**config.mk**
```make
export PLATFORM = sky130hd
export DESIGN_NAME = mac_seq
export DESIGN_NICKNAME = d
export VERILOG_FILES = /design/src/rtl/snn_pkg.sv /design/src/rtl/acc_sat.sv /design/src/rtl/mac_seq.sv
export SDC_FILE = /design/constraint.sdc
export NUM_CORES = 1
export LEC_CHECK = 0
export CAP_MARGIN = 20
export CORE_ASPECT_RATIO = 0.9
export CORE_MARGIN = 1
export CORE_UTILIZATION = 47
export CTS_CLUSTER_DIAMETER = 150
export CTS_CLUSTER_SIZE = 40
export DETAILED_ROUTE_END_ITERATION = 8
export GPL_ROUTABILITY_DRIVEN = 0
export PLACE_DENSITY_LB_ADDON = 0.2
export SLEW_MARGIN = 20
export SYNTH_ARGS = -nofsm -noshare
export SYNTH_HDL_FRONTEND = slang
export SYNTH_SLANG_ARGS = --single-unit
```
**constraint.sdc**
```tcl
create_clock -name clk -period 2.9 [get_ports clk]
set_input_delay 0.435 -clock clk [delete_from_list [all_inputs] [get_ports clk]]
set_output_delay 0.435 -clock clk [all_outputs]
set_load 0.005 [all_outputs]
```
**src/rtl/snn_pkg.sv**
```systemverilog
// ============================================================================
// Module  : snn_pkg
// Brief   : Shared widths, sequencer state encoding and accumulator saturation.
// Revision: 1.0 - initial release
// ============================================================================
`timescale 1ns/1ps
`default_nettype none

package snn_pkg;

  localparam int DATA_W = 8;
  localparam int ACC_W  = 16;

  typedef enum logic [2:0] {
    IDLE   = 3'd0,
    CLR    = 3'd1,
    ACCUM  = 3'd2,
    SAMPLE = 3'd3,
    WRITE  = 3'd4,
    DONE   = 3'd5
  } state_t;

  // Flags win over the value; otherwise keep acc[11:4] when it fits in 8 bits.
  function automatic logic [DATA_W-1:0] sat_acc(input logic [ACC_W-1:0] acc,
                                                input logic              of,
                                                input logic              uf);
    if (of)
      return 8'h7F;
    else if (uf)
      return 8'h80;
    else if (acc[15:11] == {5{acc[15]}})
      return acc[11:4];
    else
      return acc[15] ? 8'h80 : 8'h7F;
  endfunction

endpackage

`default_nettype wire

```
**src/rtl/acc_sat.sv**
```systemverilog
// ============================================================================
// Module  : acc_sat
// Brief   : Combinational 16->8 accumulator saturation with flag override.
// Revision: 1.0 - initial release
// ============================================================================
`timescale 1ns/1ps
`default_nettype none

module acc_sat
  import snn_pkg::*;
(
  input  logic [ACC_W-1:0]  acc,
  input  logic              of,
  input  logic              uf,
  output logic [DATA_W-1:0] res
);

  assign res = sat_acc(acc, of, uf);

endmodule

`default_nettype wire

```
**src/rtl/mac_seq.sv**
```systemverilog
// ============================================================================
// Module  : mac_seq
// Brief   : Streams input/weight pairs into mac per neuron, saturates, writes out.
// Revision: 1.0 - initial release
// ============================================================================
`timescale 1ns/1ps
`default_nettype none

module mac_seq
  import snn_pkg::*;
#(
  parameter int NUM_IN  = 784,
  parameter int NUM_OUT = 32,
  parameter int AW_IN   = $clog2(NUM_IN),
  parameter int AW_W    = $clog2(NUM_IN*NUM_OUT),
  parameter int AW_OUT  = (NUM_OUT > 1) ? $clog2(NUM_OUT) : 1
) (
  input  logic              clk,
  input  logic              rst_n,
  input  logic              start,
  output logic              busy,
  output logic              done,
  output logic [AW_IN-1:0]  in_addr,
  input  logic [DATA_W-1:0] in_data,
  output logic [AW_W-1:0]   w_addr,
  input  logic [DATA_W-1:0] w_data,
  output logic [DATA_W-1:0] mac_a,
  output logic [DATA_W-1:0] mac_b,
  output logic              mac_clr_n,
  input  logic [ACC_W-1:0]  mac_acc,
  input  logic              mac_of,
  input  logic              mac_uf,
  output logic [AW_OUT-1:0] out_addr,
  output logic [DATA_W-1:0] out_data,
  output logic              out_we
);

  localparam logic [AW_IN-1:0]  c_K_LAST = AW_IN'(NUM_IN - 1);
  localparam logic [AW_IN-1:0]  c_K_PRE  = AW_IN'(NUM_IN - 2);
  localparam logic [AW_OUT-1:0] c_N_LAST = AW_OUT'(NUM_OUT - 1);

  state_t              r_state;
  state_t              w_state_nxt;
  logic [AW_IN-1:0]    r_k;
  logic [AW_OUT-1:0]   r_neuron;
  logic [AW_IN-1:0]    r_in_addr;
  logic [AW_W-1:0]     r_w_addr;
  logic                r_of_s;
  logic                r_uf_s;
  logic                r_of_first;
  logic [DATA_W-1:0]   r_result;
  logic                w_fold;
  logic                w_of_all;
  logic                w_uf_all;
  logic                w_of_first;
  logic                w_sat_of;
  logic                w_sat_uf;
  logic [DATA_W-1:0]   w_sat_res;

  always_ff @(posedge clk or negedge rst_n) begin
    if (!rst_n) r_state <= IDLE;
    else        r_state <= w_state_nxt;
  end

  always_comb begin
    w_state_nxt = r_state;
    busy        = 1'b1;
    done        = 1'b0;
    out_we      = 1'b0;
    mac_clr_n   = 1'b0;
    mac_a       = '0;
    mac_b       = '0;
    w_fold      = 1'b0;
    case (r_state)
      IDLE: begin
        busy = 1'b0;
        if (start) w_state_nxt = CLR;
      end
      CLR: w_state_nxt = ACCUM;
      ACCUM: begin
        mac_clr_n = 1'b1;
        mac_a     = in_data;
        mac_b     = w_data;
        // mac_of is one add behind, so the first ACCUM cycle has nothing to fold.
        w_fold    = (r_k != '0);
        if (r_k == c_K_LAST) w_state_nxt = SAMPLE;
      end
      SAMPLE: begin
        mac_clr_n   = 1'b1;
        w_fold      = 1'b1;
        w_state_nxt = WRITE;
      end
      WRITE: begin
        out_we      = 1'b1;
        w_state_nxt = (r_neuron == c_N_LAST) ? DONE : CLR;
      end
      DONE: begin
        busy        = 1'b0;
        done        = 1'b1;
        w_state_nxt = IDLE;
      end
      default: begin
        busy        = 1'b0;
        w_state_nxt = IDLE;
      end
    endcase
  end

  // Sticky flags; whichever flag appears first decides the saturation direction.
  assign w_of_all   = r_of_s | (w_fold & mac_of);
  assign w_uf_all   = r_uf_s | (w_fold & mac_uf);
  assign w_of_first = r_of_first | (w_fold & mac_of & ~r_of_s & ~r_uf_s);
  assign w_sat_of   = w_of_all & (~w_uf_all | w_of_first);
  assign w_sat_uf   = w_uf_all & ~w_sat_of;

  acc_sat u_acc_sat (
    .acc (mac_acc),
    .of  (w_sat_of),
    .uf  (w_sat_uf),
    .res (w_sat_res)
  );

  always_ff @(posedge clk or negedge rst_n) begin
    if (!rst_n) begin
      r_k        <= '0;
      r_neuron   <= '0;
      r_in_addr  <= '0;
      r_w_addr   <= '0;
      r_of_s     <= 1'b0;
      r_uf_s     <= 1'b0;
      r_of_first <= 1'b0;
      r_result   <= '0;
    end else begin
      case (r_state)
        IDLE: begin
          if (start) begin
            r_neuron  <= '0;
            r_in_addr <= '0;
            r_w_addr  <= '0;
          end
        end
        CLR: begin
          r_k        <= '0;
          r_in_addr  <= r_in_addr + 1'b1;
          r_w_addr   <= r_w_addr + 1'b1;
          r_of_s     <= 1'b0;
          r_uf_s     <= 1'b0;
          r_of_first <= 1'b0;
        end
        ACCUM: begin
          r_k        <= r_k + 1'b1;
          r_of_s     <= w_of_all;
          r_uf_s     <= w_uf_all;
          r_of_first <= w_of_first;
          // Addresses run one pair ahead of the data path.
          if (r_k < c_K_PRE) begin
            r_in_addr <= r_in_addr + 1'b1;
            r_w_addr  <= r_w_addr + 1'b1;
          end
        end
        SAMPLE: begin
          r_of_s     <= w_of_all;
          r_uf_s     <= w_uf_all;
          r_of_first <= w_of_first;
          r_result   <= w_sat_res;
        end
        WRITE: begin
          if (r_neuron != c_N_LAST) begin
            r_neuron  <= r_neuron + 1'b1;
            r_in_addr <= '0;
            r_w_addr  <= r_w_addr + 1'b1;
          end
        end
        default: ;
      endcase
    end
  end

  assign in_addr  = r_in_addr;
  assign w_addr   = r_w_addr;
  assign out_addr = r_neuron;
  assign out_data = r_result;

endmodule

`default_nettype wire

```
Yosys cells after proc, flatten, opt, wreduce, memory -nomap -nowiden
Cells that the tools add are included.
Word-level totals
  output and inout port bits: 58
  register bits: 54
  word-level logic and storage cells: 82
Operators by class
  eq/ne operators: 13
  reductions and logical operators: 11
  add/sub/neg operators: 4
  muxes and demuxes: 30
  bitwise logic cells: 14
  magnitude comparators: 1
Operator list (number)
  15-bit case mux with 4 select lines: 1
  8-bit two-way mux: 6
  15-bit two-way mux: 3
  10-bit case mux with 4 select lines: 1
  10-bit two-way mux: 3
  10-bit by 1-bit adder with 10-bit output (second input constant): 2
  10-bit case mux with 2 select lines: 1
  15-bit by 1-bit adder with 15-bit output (second input constant): 1
  3-bit case mux with 5 select lines: 1
  10-bit == test (second input constant): 1
  10-bit less-than comparator (second input constant): 1
  5-bit two-way mux: 2
  5-bit case mux with 2 select lines: 1
  10-bit nonzero test: 1
  3-bit two-way mux: 3
  2-bit inequality test (second input constant): 4
  1-bit case mux with 2 select lines: 4
  1-bit AND: 6
  3-bit by 2-bit == test with 1-bit output (second input constant): 2
  3-bit == test (second input constant): 2
  2-bit nonzero test: 3
  5-bit by 1-bit adder with 5-bit output (second input constant): 1
  5-bit == test (second input constant): 1
  5-bit inequality test (second input constant): 1
  other kinds (12): 21

Depth between registers and ports, before layout
  depth after elaboration: 12
  depth in mapped cells: 11
  depth with buffers taken out: 8

By module
A second synthesis with hierarchy kept.
Second synthesis, totals
  cells, all modules: 318
  area, all modules: 3024.2 um2
By module, submodules not included
  mac_seq: area an instance 2937.8 um2, seq. area each 1351.3 um2, cells an instance 305, times used 1
  acc_sat: area an instance 86.3 um2, seq. area each 0.0 um2, cells an instance 13, times used 1

Worst setup path after synthesis
Ideal clock, no wire load.
  path kind: register -> register
  start point: reg r_neuron[0] (netlist: out_addr[0])
  end point: reg r_w_addr[5] (netlist: w_addr[5])
  path slack: 624 ps
  path buffers: 2
  stages on the path, launching flop included: 11
  arrival time: 2157 ps
  path through: dfrtp_1 > ha_1 > and3_1 > ha_1 > nor3b_1 > o21ba_2 > buf_4 > o21ai_4 > buf_2 > o31a_1 > o21a_1
On the way
  cells in the longest elaborated chain, start to end: 3
RTL lines
  from (decl): line mac_seq.sv:45  | logic [AW_OUT-1:0] r_neuron;
  from (signal assigned): line mac_seq.sv:169  | r_neuron <= r_neuron + 1'b1;
  5-bit inequality test: line mac_seq.sv:168  | if (r_neuron != c_N_LAST) begin
  2-bit inequality test (no source line)
  4-bit AND reduction (no source line)
  to (signal assigned): line mac_seq.sv:145  | r_w_addr <= r_w_addr + 1'b1;
  to (signal assigned): line mac_seq.sv:158  | r_w_addr <= r_w_addr + 1'b1;
  to (signal assigned): line mac_seq.sv:171  | r_w_addr <= r_w_addr + 1'b1;
  to (decl): line mac_seq.sv:47  | logic [AW_W-1:0] r_w_addr;
No other way between the ends.
A chain may end at the register's enable or synchronous reset.

Worst setup path after layout
  start point: reg r_state[1]
  end point: out mac_clr_n
On the way
  cells in the longest elaborated chain, start to end: 3
  elaborated cells on any way between the ends: 4
  classes of those cells: eq/ne: 2; mux: 1; reduce/logical: 1
RTL lines
  from (decl): line mac_seq.sv:42  | state_t r_state;
  from (signal assigned): line mac_seq.sv:62  | else r_state <= w_state_nxt;
  3-bit by 2-bit == test with 1-bit output: line mac_seq.sv:74  | case (r_state)
  2-bit OR reduction (no source line) (*)
  1-bit two-way mux (*): line mac_seq.sv:74
  to (decl): line mac_seq.sv:29  | output logic mac_clr_n,
Mark *: on every way between the ends. The rest lies on a longest branch, timed or not.

==> out/summary.txt <==
status: complete, no violations
Yosys reg bits: 54
Clock Path Buffers: 2
Final nets: 455
Register Area: 1350 µm²
CP endpoint: mac_clr_n
Synth cell types: 55
TritonCTS Buffers: 5
R2R cell count: 5
setup violators final: 0
pre-CTS setup slack: 0.452 ns
TritonCTS clock tree: yes
Initial DRT Pass Iterations: 5
Yosys warnings: 0
max_cap viols: 0
Sum Neg Setup Slack: 0 ns
Area Growth Syn to Fin: 36.0%
Slew @ Worst Pin: 0.738 ns
initial antenna violation count: 0
Layout Skew: 0.0131 ns
antenna-violating nets left: 0
min cycle time layout: 2.55 ns
drt wl/cell: 14.1 µm
first-pass GRT wire length: 12.1 mm
initial drt markers: 156
Port Buffers: 90
Ports: 95
reg2reg start: r_state[1]
most common cell in the netlist: dfrtp_1
DP HPWL: 5.23 mm
final period utilization: 87.9%
Slew Limit Fails: 0
die width: 86.6 µm
clk slew on worst S/H paths: 0.10 ns
ys flop type: dfrtp_1
CP startpoint kind: flop
synth top area cells: dfrtp_1 (45%), nand2_1 (4.5%), o21ai_0 (4.5%)
H-Tree Depth: 2
worst vdd ir: 0.568 mV
fill cell count: 524
Setup crit start: r_state[1]
Seq/Total Area, Yosys: 44.6%
final wirelength: 7.03 mm
CP Max Fanout: 12
DRC: 0
post-route worst setup slack: 0.350 ns
clock sink count: 54
WL met2: 3.43 mm
Worst Path Required: 2.47 ns
antenna cells: 0
core area: 6180 µm²
Vias/cell: 5.54
setup slack, reg-to-reg: 0.46 ns
WL met3: 239 µm
clk_lat worst skew: 0.31 ns
fmax: 0.392 GHz
Final Hold Fails: 0
initial core utilization: 49.0%
Post-synth ARST share: 100%
cts repair resizes: 0
total setup buffers inserted after CTS: 0
number of synthesized flops with an enable pin: 0
cts hold-fix bufs: 0
top layer in use: met4
WP data arrival: 2.12 ns
Syn Nets: 365
top-area cell type share of the netlist area: 44.6%
critical path class: reg2out
total gr overflow: 0
Syn Std Cell Area: 3030 µm²
Leak: 1.72 nW
Met1 Wirelength: 3.32 mm
Tot GR Track Use: 22.2%
Rel. slew slack: 50.7%
share of cells above drive strength 1: 7.26%
multi-input combinational cell area: 1570 µm²
vias in the first global route: 2600
worst reg2reg endpoint: w_addr[9]
num rows: 27
routed vias: 2771
Gate Count Post-Synth: 322
largest net degree at the start of global routing: 29
Power Density: 737 nW/µm²
average size of a mapped cell: 9.40 µm²
Hold WC Path Type: in2async
CTS root buf: clkbuf_8
die height: 78.1 µm
Crit. End Element: output pin
total die area: 6770 µm²
cell taking the most area after synthesis: dfrtp_1
RSZ-0062 raised after global routing: no
commonest cells in the netlist: dfrtp_1 (54), nand2_1 (36), o21ai_0 (27)
where the power goes:
group | total, W | switching [W] | leakage (nW) | internal, W
Combinational | 0.00146 | 0.000759 | 0.930 | 0.000702
Sequential | 0.00107 | 0.000183 | 0.733 | 0.000892
Clock | 0.000498 | 0.000244 | 0.0579 | 0.000255
Total | 0.00303 | 0.00119 | 1.72 | 0.00185
sequential cells by signal, indices dropped and copies added (netlist names):
name        flops
in_addr        10
out_addr        5
out_data        8
r_k            10
r_of_first      1
r_of_s          1
r_state         3
r_uf_s          1
w_addr         15
how the worst min path moves through the flow:
stage | cells past startpoint | startpoint | slack (ns) | endpoint
2_1_floorplan | 0 | rst_n | 0.14 | in_addr[0]
3_3_place_gp | 1 | rst_n | 0.34 | in_addr[8]
3_5_place_dp | 1 | rst_n | 0.34 | in_addr[8]
4_1_cts | 1 | rst_n | 0.004 | w_addr[8]
5_1_grt | 1 | rst_n | 0.007 | w_addr[10]
6_report | 1 | rst_n | 0.002 | w_addr[11]
placed cells by master (no fill, tap or decap), types with 2 or more instances in the layout:
cell type,synthesis,layout
a21boi_0,7,7
a21oi_1,11,11
a22o_1,2,2
a22oi_1,7,7
a31o_2,2,2
a31oi_1,5,5
and2_1,16,16
and3_1,11,11
buf_4,5,7
clkbuf_8,0,5
clkdlybuf4s50_1,0,89
clkinv_2,0,2
dfrtp_1,54,54
ha_1,6,6
inv_1,7,7
mux2i_1,3,3
nand2_1,36,36
nand3_1,13,13
nand3b_1,3,3
nand4_1,7,7
nor2_1,24,24
nor3b_1,2,2
nor4_1,2,2
o2111ai_1,3,3
o211ai_1,7,7
o21ai_0,27,27
o31ai_1,7,7
or3_1,6,6
or3b_2,2,2
or4_1,8,8
or4b_1,2,2
xor2_1,4,4
area by class of cell:
type                            count  share of cell area [%]
Clock buffer                        5                    1.67
Inverter                            8                   0.729
Multi-Input combinational cell    246                    38.1
Timing Repair Buffer               97                    23.0
Clock inverter                      3                   0.973
Sequential cell                    54                    32.8
Tap cell                           87                    2.64
kinds of logic (layout without fill, tap and decap cells):
family | count (synthesis) | after routing | synth area share, %
buffers and inverters | 22 | 113 | 3.72
DFF | 54 | 54 | 44.6
and+or+nand+nor | 140 | 140 | 25.7
AOI/OAI and AO/OA | 91 | 91 | 20.7
xor gates and xnor gates | 5 | 5 | 1.45
muxes | 4 | 4 | 1.36
adders and majority gates | 6 | 6 | 2.48
stage by stage:
stage	cells	hold slack, ns	area [µm²]	total power, W	utilization (%)
finish	500	0.00202	4120	0.00303	66.6
global placement	492	0.342	4010	0.00250	64.8
CTS	500	0.00431	4120	0.00305	66.6
floorplan	322	0.139	3030	0.00194	-
detailed placement	492	0.341	4010	0.00255	64.8
global route	500	0.00689	4120	0.00326	66.6
worst max-delay path, cell delays in order (launching register included):
cell             delay (ns)
dfrtp_1                0.59
nor2b_1                0.59
clkdlybuf4s50_1        0.62
routing by layer:
metal	up-vias	GRT usage (%)
met5	-	0
met4	0	5.33
met3	5	3.89
met2	53	37.1
met1	1340	30.1
li1	1373	-
No activity file was read; power rests on OpenSTA's default activity.
